`src/rtl/vend_pkg.sv`:
```
// rtl/vend_pkg.sv - shared states and constants for the vending controller
package vend_pkg;

  typedef enum logic [1:0] {
    IDLE   = 2'd0,
    VEND   = 2'd1,
    CHANGE = 2'd2
  } state_t;

  localparam logic [2:0] COIN1   = 3'd1;
  localparam logic [2:0] COIN2   = 3'd2;
  localparam logic [2:0] COIN5   = 3'd5;
  localparam logic [3:0] INV_MAX = 4'd15;

endpackage

```
`src/rtl/change_picker.sv`:
```
// rtl/change_picker.sv - greedy choice of the next change coin (5, then 2, then 1)
module change_picker
  import vend_pkg::*;
#(
  parameter int CREDIT_W = 6
) (
  input  logic [CREDIT_W-1:0] credit,
  input  logic [3:0]          inv1,
  input  logic [3:0]          inv2,
  input  logic [3:0]          inv5,
  output logic                p1,
  output logic                p2,
  output logic                p5
);

  localparam logic [CREDIT_W-1:0] C2 = CREDIT_W'(COIN2);
  localparam logic [CREDIT_W-1:0] C5 = CREDIT_W'(COIN5);

  always_comb begin
    p1 = 1'b0;
    p2 = 1'b0;
    p5 = 1'b0;
    if (credit >= C5 && inv5 != 4'd0) begin
      p5 = 1'b1;
    end else if (credit >= C2 && inv2 != 4'd0) begin
      p2 = 1'b1;
    end else if (credit != '0 && inv1 != 4'd0) begin
      p1 = 1'b1;
    end
  end

endmodule

```
`src/rtl/vend_controller.sv`:
```
// rtl/vend_controller.sv - coin/credit/inventory FSM serving water and snack with greedy change
module vend_controller
  import vend_pkg::*;
#(
  parameter int CREDIT_W   = 6,
  parameter int P_WATER    = 3,
  parameter int P_SNACK    = 4,
  parameter int MAX_CREDIT = 30
) (
  input  logic                clk,
  input  logic                rst,
  input  logic                c1,
  input  logic                c2,
  input  logic                c5,
  input  logic                w,
  input  logic                s,
  input  logic                cr,
  input  logic                ld,
  input  logic [3:0]          ld1,
  input  logic [3:0]          ld2,
  input  logic [3:0]          ld5,
  output logic                wo,
  output logic                so,
  output logic                o1,
  output logic                o2,
  output logic                o5,
  output logic                rej,
  output logic                deny,
  output logic                short,
  output logic                busy,
  output logic [CREDIT_W-1:0] credit,
  output logic [3:0]          inv1,
  output logic [3:0]          inv2,
  output logic [3:0]          inv5
);

  localparam logic [CREDIT_W-1:0] PW   = CREDIT_W'(P_WATER);
  localparam logic [CREDIT_W-1:0] PS   = CREDIT_W'(P_SNACK);
  localparam logic [CREDIT_W:0]   CMAX = (CREDIT_W+1)'(MAX_CREDIT);

  state_t              state, state_n;
  logic [CREDIT_W-1:0] credit_n, price, pay;
  logic [CREDIT_W:0]   coin_sum;
  logic [3:0]          inv1_n, inv2_n, inv5_n;
  logic                wo_n, so_n, o1_n, o2_n, o5_n, rej_n, deny_n, short_n;
  logic                any_coin, one_coin, p1, p2, p5;
  logic [2:0]          coin_v;

  change_picker #(.CREDIT_W(CREDIT_W)) u_picker (
    .credit(credit), .inv1(inv1), .inv2(inv2), .inv5(inv5),
    .p1(p1), .p2(p2), .p5(p5)
  );

  assign any_coin = c1 | c2 | c5;
  assign one_coin = (c1 ^ c2 ^ c5) & ~(c1 & c2 & c5);
  assign coin_v   = c5 ? COIN5 : (c2 ? COIN2 : COIN1);
  assign coin_sum = {1'b0, credit} + (CREDIT_W+1)'(coin_v);
  assign price    = w ? PW : PS;
  assign pay      = p5 ? CREDIT_W'(COIN5) : (p2 ? CREDIT_W'(COIN2) : CREDIT_W'(COIN1));
  assign busy     = (state != IDLE);

  always_comb begin
    state_n  = state;
    credit_n = credit;
    inv1_n   = inv1;
    inv2_n   = inv2;
    inv5_n   = inv5;
    wo_n     = 1'b0;
    so_n     = 1'b0;
    o1_n     = 1'b0;
    o2_n     = 1'b0;
    o5_n     = 1'b0;
    rej_n    = 1'b0;
    deny_n   = 1'b0;
    short_n  = 1'b0;
    if (state == IDLE) begin
      if (ld) begin
        inv1_n = ld1;
        inv2_n = ld2;
        inv5_n = ld5;
        rej_n  = any_coin;
        deny_n = w | s;
      end else if (cr) begin
        rej_n = any_coin;
        if (credit != '0) state_n = CHANGE;
      end else if ((w ^ s) && credit >= price) begin
        // price is taken at acceptance so credit already shows the remainder during VEND
        rej_n    = any_coin;
        credit_n = credit - price;
        wo_n     = w;
        so_n     = s;
        state_n  = VEND;
      end else begin
        deny_n = w | s;
        if (any_coin) begin
          if (one_coin && coin_sum <= CMAX &&
              ((c1 && inv1 < INV_MAX) || (c2 && inv2 < INV_MAX) || (c5 && inv5 < INV_MAX))) begin
            credit_n = coin_sum[CREDIT_W-1:0];
            if (c1) inv1_n = inv1 + 4'd1;
            if (c2) inv2_n = inv2 + 4'd1;
            if (c5) inv5_n = inv5 + 4'd1;
          end else begin
            rej_n = 1'b1;
          end
        end
      end
    end else begin
      // VEND and CHANGE both pay one coin per cycle so the first coin follows the dispense pulse
      rej_n = any_coin;
      if (credit == '0) begin
        state_n = IDLE;
      end else if (p1 || p2 || p5) begin
        o1_n     = p1;
        o2_n     = p2;
        o5_n     = p5;
        credit_n = credit - pay;
        if (p1) inv1_n = inv1 - 4'd1;
        if (p2) inv2_n = inv2 - 4'd1;
        if (p5) inv5_n = inv5 - 4'd1;
        state_n  = (credit == pay) ? IDLE : CHANGE;
      end else begin
        short_n = 1'b1;
        state_n = IDLE;
      end
    end
  end

  always_ff @(posedge clk or posedge rst) begin
    if (rst) begin
      state  <= IDLE;
      credit <= '0;
      inv1   <= 4'd0;
      inv2   <= 4'd0;
      inv5   <= 4'd0;
      wo     <= 1'b0;
      so     <= 1'b0;
      o1     <= 1'b0;
      o2     <= 1'b0;
      o5     <= 1'b0;
      rej    <= 1'b0;
      deny   <= 1'b0;
      short  <= 1'b0;
    end else begin
      state  <= state_n;
      credit <= credit_n;
      inv1   <= inv1_n;
      inv2   <= inv2_n;
      inv5   <= inv5_n;
      wo     <= wo_n;
      so     <= so_n;
      o1     <= o1_n;
      o2     <= o2_n;
      o5     <= o5_n;
      rej    <= rej_n;
      deny   <= deny_n;
      short  <= short_n;
    end
  end

endmodule

```
`config.mk`:
```
export PLATFORM = sky130hd
export DESIGN_NAME = vend_controller
export DESIGN_NICKNAME = d
export VERILOG_FILES = /design/src/rtl/vend_pkg.sv /design/src/rtl/change_picker.sv /design/src/rtl/vend_controller.sv
export SDC_FILE = /design/constraint.sdc
export NUM_CORES = 1
export LEC_CHECK = 0
export CAP_MARGIN = 20
export CORE_UTILIZATION = 52
export DETAILED_ROUTE_END_ITERATION = 8
export PLACE_DENSITY = 0.8
export REMOVE_ABC_BUFFERS = 1
export SYNTH_ARGS = -nofsm -noshare
export SYNTH_HDL_FRONTEND = slang
export SYNTH_HIERARCHICAL = 1
export SYNTH_SLANG_ARGS = --single-unit
```
`constraint.sdc`:
```
create_clock -name clk -period 3.62 [get_ports clk]
set_clock_uncertainty 0.05 [all_clocks]
set_input_delay 0.543 -clock clk [delete_from_list [all_inputs] [get_ports clk]]
set_output_delay 0.543 -clock clk [all_outputs]
set_load 0.01 [all_outputs]
```
Yosys cells after proc, flatten, opt, wreduce, memory -nomap -nowiden:

Index checks and enable logic that the tools add are counted.

* output and inout port bits: 27
* flip-flop bits (word level): 28
* word-level logic and storage cells: 170

* order comparisons: 7
* equal/unequal tests: 15
* reduce and logical (&&, ||, !) cells: 29
* muxes and demuxes: 87
* bitwise operators: 10
* $add $sub $neg: 9

Operators with widths (count)
* $mux 4: 30
* $mux 6: 8
* $mux 1: 36
* $reduce_and 8->1: 3
* $mux 2: 10
* $ne 3x3->1 const B: 6
* $add 4x1->4 const B: 3
* $lt 4x4->1 const B: 3
* $ne 3x2->1 const B: 4
* $reduce_bool 4->1: 3
* $sub 4x1->4 const B: 3
* $sub 6x3->6: 2
* $reduce_bool 2->1: 5
* $logic_and 1x1->1: 9
* $mux 3: 3
* $add 6x3->7: 1
* $le 7x5->1 const B: 1
* $eq 6x3->1: 1
* $ge 6x2->1 const B: 1
* $ge 6x3->1: 1
* $ge 6x3->1 const B: 1
* $logic_not 6->1: 1
* $ne 2x2->1 const B: 3
* $reduce_and 6->1: 1
* other kinds (9): 18

Depth between registers and ports, before layout:

* word-level depth: 12
* gate-level depth with buffers: 12

Cells and area by module:

The synthesis kept the hierarchy.

By module, submodules not included
* vend_controller: cells each 278, instances 1, area each 2352.3 um^2
* change_picker: cells each 11, instances 1, area each 83.8 um^2

Worst setup path before layout:

Ideal clock, no wire load.

* kind: input to register
* start point: input c5
* end point: register credit[0]
* setup time: 0.125 ns
* path slack: 0.678 ns
* required time: 3.445 ns
* arrival: 2.767 ns
* buffers on the path: 0
* stages on the path: 10
* cells stage by stage: nand2b_1 -> ha_1 -> fa_1 -> xnor2_1 -> a211oi_1 -> o21a_1 -> o311a_4 -> a211oi_4 -> nor2_2 -> mux2_4

* cells in the longest elaborated chain, start to end: 8
* elaborated cells between the ends (all ways): 21
* classes of those cells: add/sub (1); order compare (1); eq/ne (2); mux (7); bitwise (5); reduce/logical (5)

Ends and longest elaborated chain
* start, declared: line vend_controller.sv:14 `input logic c5,`
* parallel branches: the longest is 8 deep, another holds $add 6x3->7
* end signal, assigned: line vend_controller.sv:145 `credit <= credit_n;`
* end, declared: line vend_controller.sv:31 `output logic [CREDIT_W-1:0] credit,`

Several ways; the timed one is not identified. The select of a mux whose other input is x is not followed.
A chain may end at the register's enable or synchronous reset.

Worst setup path in the final report:

* start point: input c5
* end point: register inv1[2]

* cells in the longest elaborated chain, start to end: 7
* elaborated cells between the ends (all ways): 15
* classes of those cells: add/sub (1); order compare (1); eq/ne (2); mux (1); bitwise (5); reduce/logical (5)

Ends and longest elaborated chain
* $mux 3 or $and 1x1->1 (tied branches): line vend_controller.sv:56, vend_controller.sv:55
* $add 6x3->7 or $not 1->1 (tied branches): line vend_controller.sv:57, vend_controller.sv:55
* $le 7x5->1 or $and 1x1->1 (tied branches): line vend_controller.sv:96, vend_controller.sv:55
* $logic_and 1x1->1 (2 in a row): line vend_controller.sv:96 `if (one_coin && coin_sum <= CMAX &&`
* $ne 3x2->1 (no line)
* $reduce_and 8->1 (no line) *
* end signal, assigned: line vend_controller.sv:146 `inv1 <= inv1_n;`
* end, declared: line vend_controller.sv:32 `output logic [3:0] inv1,`

Mark *: on every way between the ends. The rest lies on a longest branch, timed or not.

==> flow_metrics.tcl <==
set metrics [dict create \
    synth_area_leader_cell "sky130_fd_sc_hd__dfrtp_1" \
    hold_class "in -> async" \
    postCtsSetupBuffers 0 \
    numPlacedInstances 389 \
    nNetsFinal 385 \
    cts.hold.buffers_added 0 \
    layout_stage_area_growth_over_the_synthesis_result_pct 27.22 \
    final_hold_violating_endpoints 0 \
    max-slew-margin-rel_pct 56.61 \
    gp_congestion 0.8630 \
    post_synth_main_area_contributors "sky130_fd_sc_hd__dfrtp_1, sky130_fd_sc_hd__ha_1, sky130_fd_sc_hd__o21ai_0" \
    global_route_wire_length_before_repair_um 10990 \
    cts.clk_slew.worst_paths_ps 100 \
    simple_gate_fraction_of_synth_area_pct 21.21 \
    vias 2496 \
    io_pins 48 \
    ys_async_sr_fraction_pct 100.0 \
    initial_utilization_pct 55.19 \
    synth.most_common_cell "sky130_fd_sc_hd__dfrtp_1" \
    synth.distinct_cells 63 \
    timing.critical_path.arrival_ps 3540 \
    cts-htree-levels 1 \
    number_of_synthesized_flops_with_an_enable_pin 0 \
    layout-drive-gt1-share_pct 9.942 \
    drt_first_iter_violations 211 \
    final-instance-count-excl-fill 394 \
    grt_setup_unrepaired "false" \
    post_synth.cell_area_avg_um2 8.429 \
    die_height_um 70.45 \
    worstPathRequired_ps 3740 \
    post_cts_resized 0 \
    ys_seq_elements 28 \
    worst_r2r_endpoint "credit[5]$_DFFE_PP0P_" \
    synth_cell_count_leaders "sky130_fd_sc_hd__dfrtp_1, sky130_fd_sc_hd__o21ai_0, sky130_fd_sc_hd__inv_1" \
    setup_total_negative_slack_ps 0 \
    yosysWarnings 6 \
    cts_tree "done" \
    path_cells "clkdlybuf4s50_1 > nand2b_1 > ha_1 > fa_1 > xnor2_1 > a211oi_1 > o21a_1 > o311ai_0 > o21ai_1 > nand2_1 > mux2_2" \
    post-route-drc-count 0 \
    synth-seq-area-share_pct 28.76 \
    worst_skew_pair.late_latency_ps 280 \
    timing.final.crit_share_pct 94.41 \
    worst_hold_slack_ps 554.6 \
    regToRegStartpoint "inv5[1]$_DFFE_PP0P_" \
    clk_root_buffer_cell "sky130_fd_sc_hd__clkbuf_8" \
    routed_wirelength_um 6667 \
    worst_setup_path_end_kind "flop" \
    synth.area.mux_share_pct 3.801 \
    floorplan.die_area_um2 4963 \
    max_clock_freq_mhz 292.6 \
    grt_use_total_pct 27.27 \
    critPathMaxStageDelay_ps 590 \
    setup_viol 0 \
    period_minus_slack_ps 3418 \
    design.core.area_um2 4414 \
    critical_path_class "in -> reg" \
    crit_path_start_kind "input port" \
    power.density_nw_per_um2 949.4 \
    post_synth_instance_area_um2 2436 \
    adder_cell_share_of_the_synthesized_area_pct 11.71 \
    slowest_stage "sky130_fd_sc_hd__o311ai_0" \
    largest_driver_fanout_on_the_critical_path 3 \
    ff2ff_path_depth 12 \
    number_of_clock_buffers_inserted_by_tritoncts 3 \
    via_count_of_the_first_global_routing_pass 2388 \
    cap_viol_max_count 0 \
    die_w_um 70.45 \
    drt-wirelength-per-cell_um 16.92 \
    global_route.overflow_total 0 \
    ys.flop_type "sky130_fd_sc_hd__dfrtp_1" \
    antenna_cells 0 \
    reg2reg_slack_ps 440 \
    place.detailed.hpwl_um 4868 \
    synth_cells 289 \
    synth.top_cell.area_share_pct 28.76 \
    synth_compound_area_share_pct 26.25 \
    outcome "complete, no violations" \
    leakagePower_nw 1.331 \
    first_pass_iters 5 \
    power.ir.vdd_worst_v 0.0005160 \
    placement_rows 24 \
    main_combinational_cell_family_by_area_after_synthesis "compound AO/OA/AOI/OAI gates" \
    tritoncts_num_sinks 28 \
    number_of_antenna_violations_at_the_first_check_in_global_routing 0 \
    synth_xor_xnor_area_share_pct 2.876 \
    maxSlewViolCount 0 \
    io_buffer_count 47 \
    cts_max_path_buffers 2 \
    worst_pin_slew_ps 642.8 \
    detail_route.vias_per_cell 6.335 \
    grt_start_max_net_pins 29 \
    ant_nets 0 \
]
-- power by group --
part	leakage, nW	internal, mW	switching (mW)
sequential	0.345	0.450	0.229
clock	0.0357	0.148	0.106
combinational	0.950	0.945	1.06
total	1.33	1.54	1.40
-- metrics by stage --
step | cell area [µm²] | utilization, % | power, mW | worst slack, ps
after floorplan | 2387 | - | 1.926 | 676.3
after global placement | 3013 | 68.25 | 2.592 | 53.78
after detailed placement | 3013 | 68.25 | 2.652 | -72.08
after CTS | 3084 | 69.87 | 2.916 | 219.3
after global routing | 3099 | 70.21 | 3.172 | 84.48
final | 3099 | 70.21 | 2.942 | 202.3
-- worst max-delay path: cells and delay by family --
| kind | cells | cell delay, ps |
|---|---|---|
| compound gates | 4 | 1030 |
| buf+inv | 1 | 430 |
| fa+ha+maj | 2 | 630 |
| mux | 1 | 350 |
| simple gates | 2 | 310 |
| xor+xnor | 1 | 250 |
-- metal layers --
layer	GRT usage, %	wire length [µm]	vias to the layer above	part of all wire, %
li1	-	-	1172	-
met1	36.32	2919	1199	44
met2	47.09	3261	113	49
met3	3.608	401	12	6.0
met4	5.556	84	0	1.3
met5	0	0	-	0
-- cell type report --
type                       count  area, µm²
inverter                      22      82.58
tap                           52      65.06
clock inverter                 1      30.03
fill                         375       1315
clock buffer                   3      41.29
timing repair buffer          60      575.6
sequential                    28      700.7
multi-input combinational    228       1604
-- layout by cell type, fill, tap and decap left out, drive strengths merged, types with 2 or more instances in the layout --
master	n
xnor2	5
a22oi	3
mux2i	4
nor4	3
nand3	13
a31oi	8
clkdlybuf4s50	47
fa	3
a22o	2
buf	13
xor2	3
a21bo	2
ha	18
or3	5
nor2b	3
o22ai	7
a21o	2
clkbuf	3
and3	3
nand2	20
and2	3
nor2	15
nand2b	7
dfrtp	28
o21ai	27
nand3b	2
nor3	18
inv	22
mux2	4
a211oi	6
a21oi	19
-- cell families (layout without fill, tap and decap cells) --
group | count (synthesis) | in the layout
muxes | 8 | 8
and+or+nand+nor | 98 | 98
adders and majority gates | 21 | 21
buffers and inverters | 33 | 86
AOI/OAI and AO/OA | 93 | 93
xor gates and xnor gates | 8 | 8
DFF | 28 | 28
-- sequential cells by signal, indices dropped and copies added, names as in the netlist, 2 cells and up --
name / cells
inv2: 4
state: 2
credit: 6
inv1: 4
inv5: 4
-- worst max path at each step --
| stage | start | end | slack, ps |
|---|---|---|---|
| after floorplan | c5 | credit[0]$_DFFE_PP0P_ | 680 |
| after global placement | c2 | inv1[2]$_DFFE_PP0P_ | 50 |
| after detailed placement | c5 | inv1[2]$_DFFE_PP0P_ | -70 |
| after CTS | c5 | inv1[2]$_DFFE_PP0P_ | 220 |
| after global routing | c5 | inv1[2]$_DFFE_PP0P_ | 80 |
| final | c5 | inv1[2]$_DFFE_PP0P_ | 200 |
Note: power is estimated with default switching activity, not from simulation.
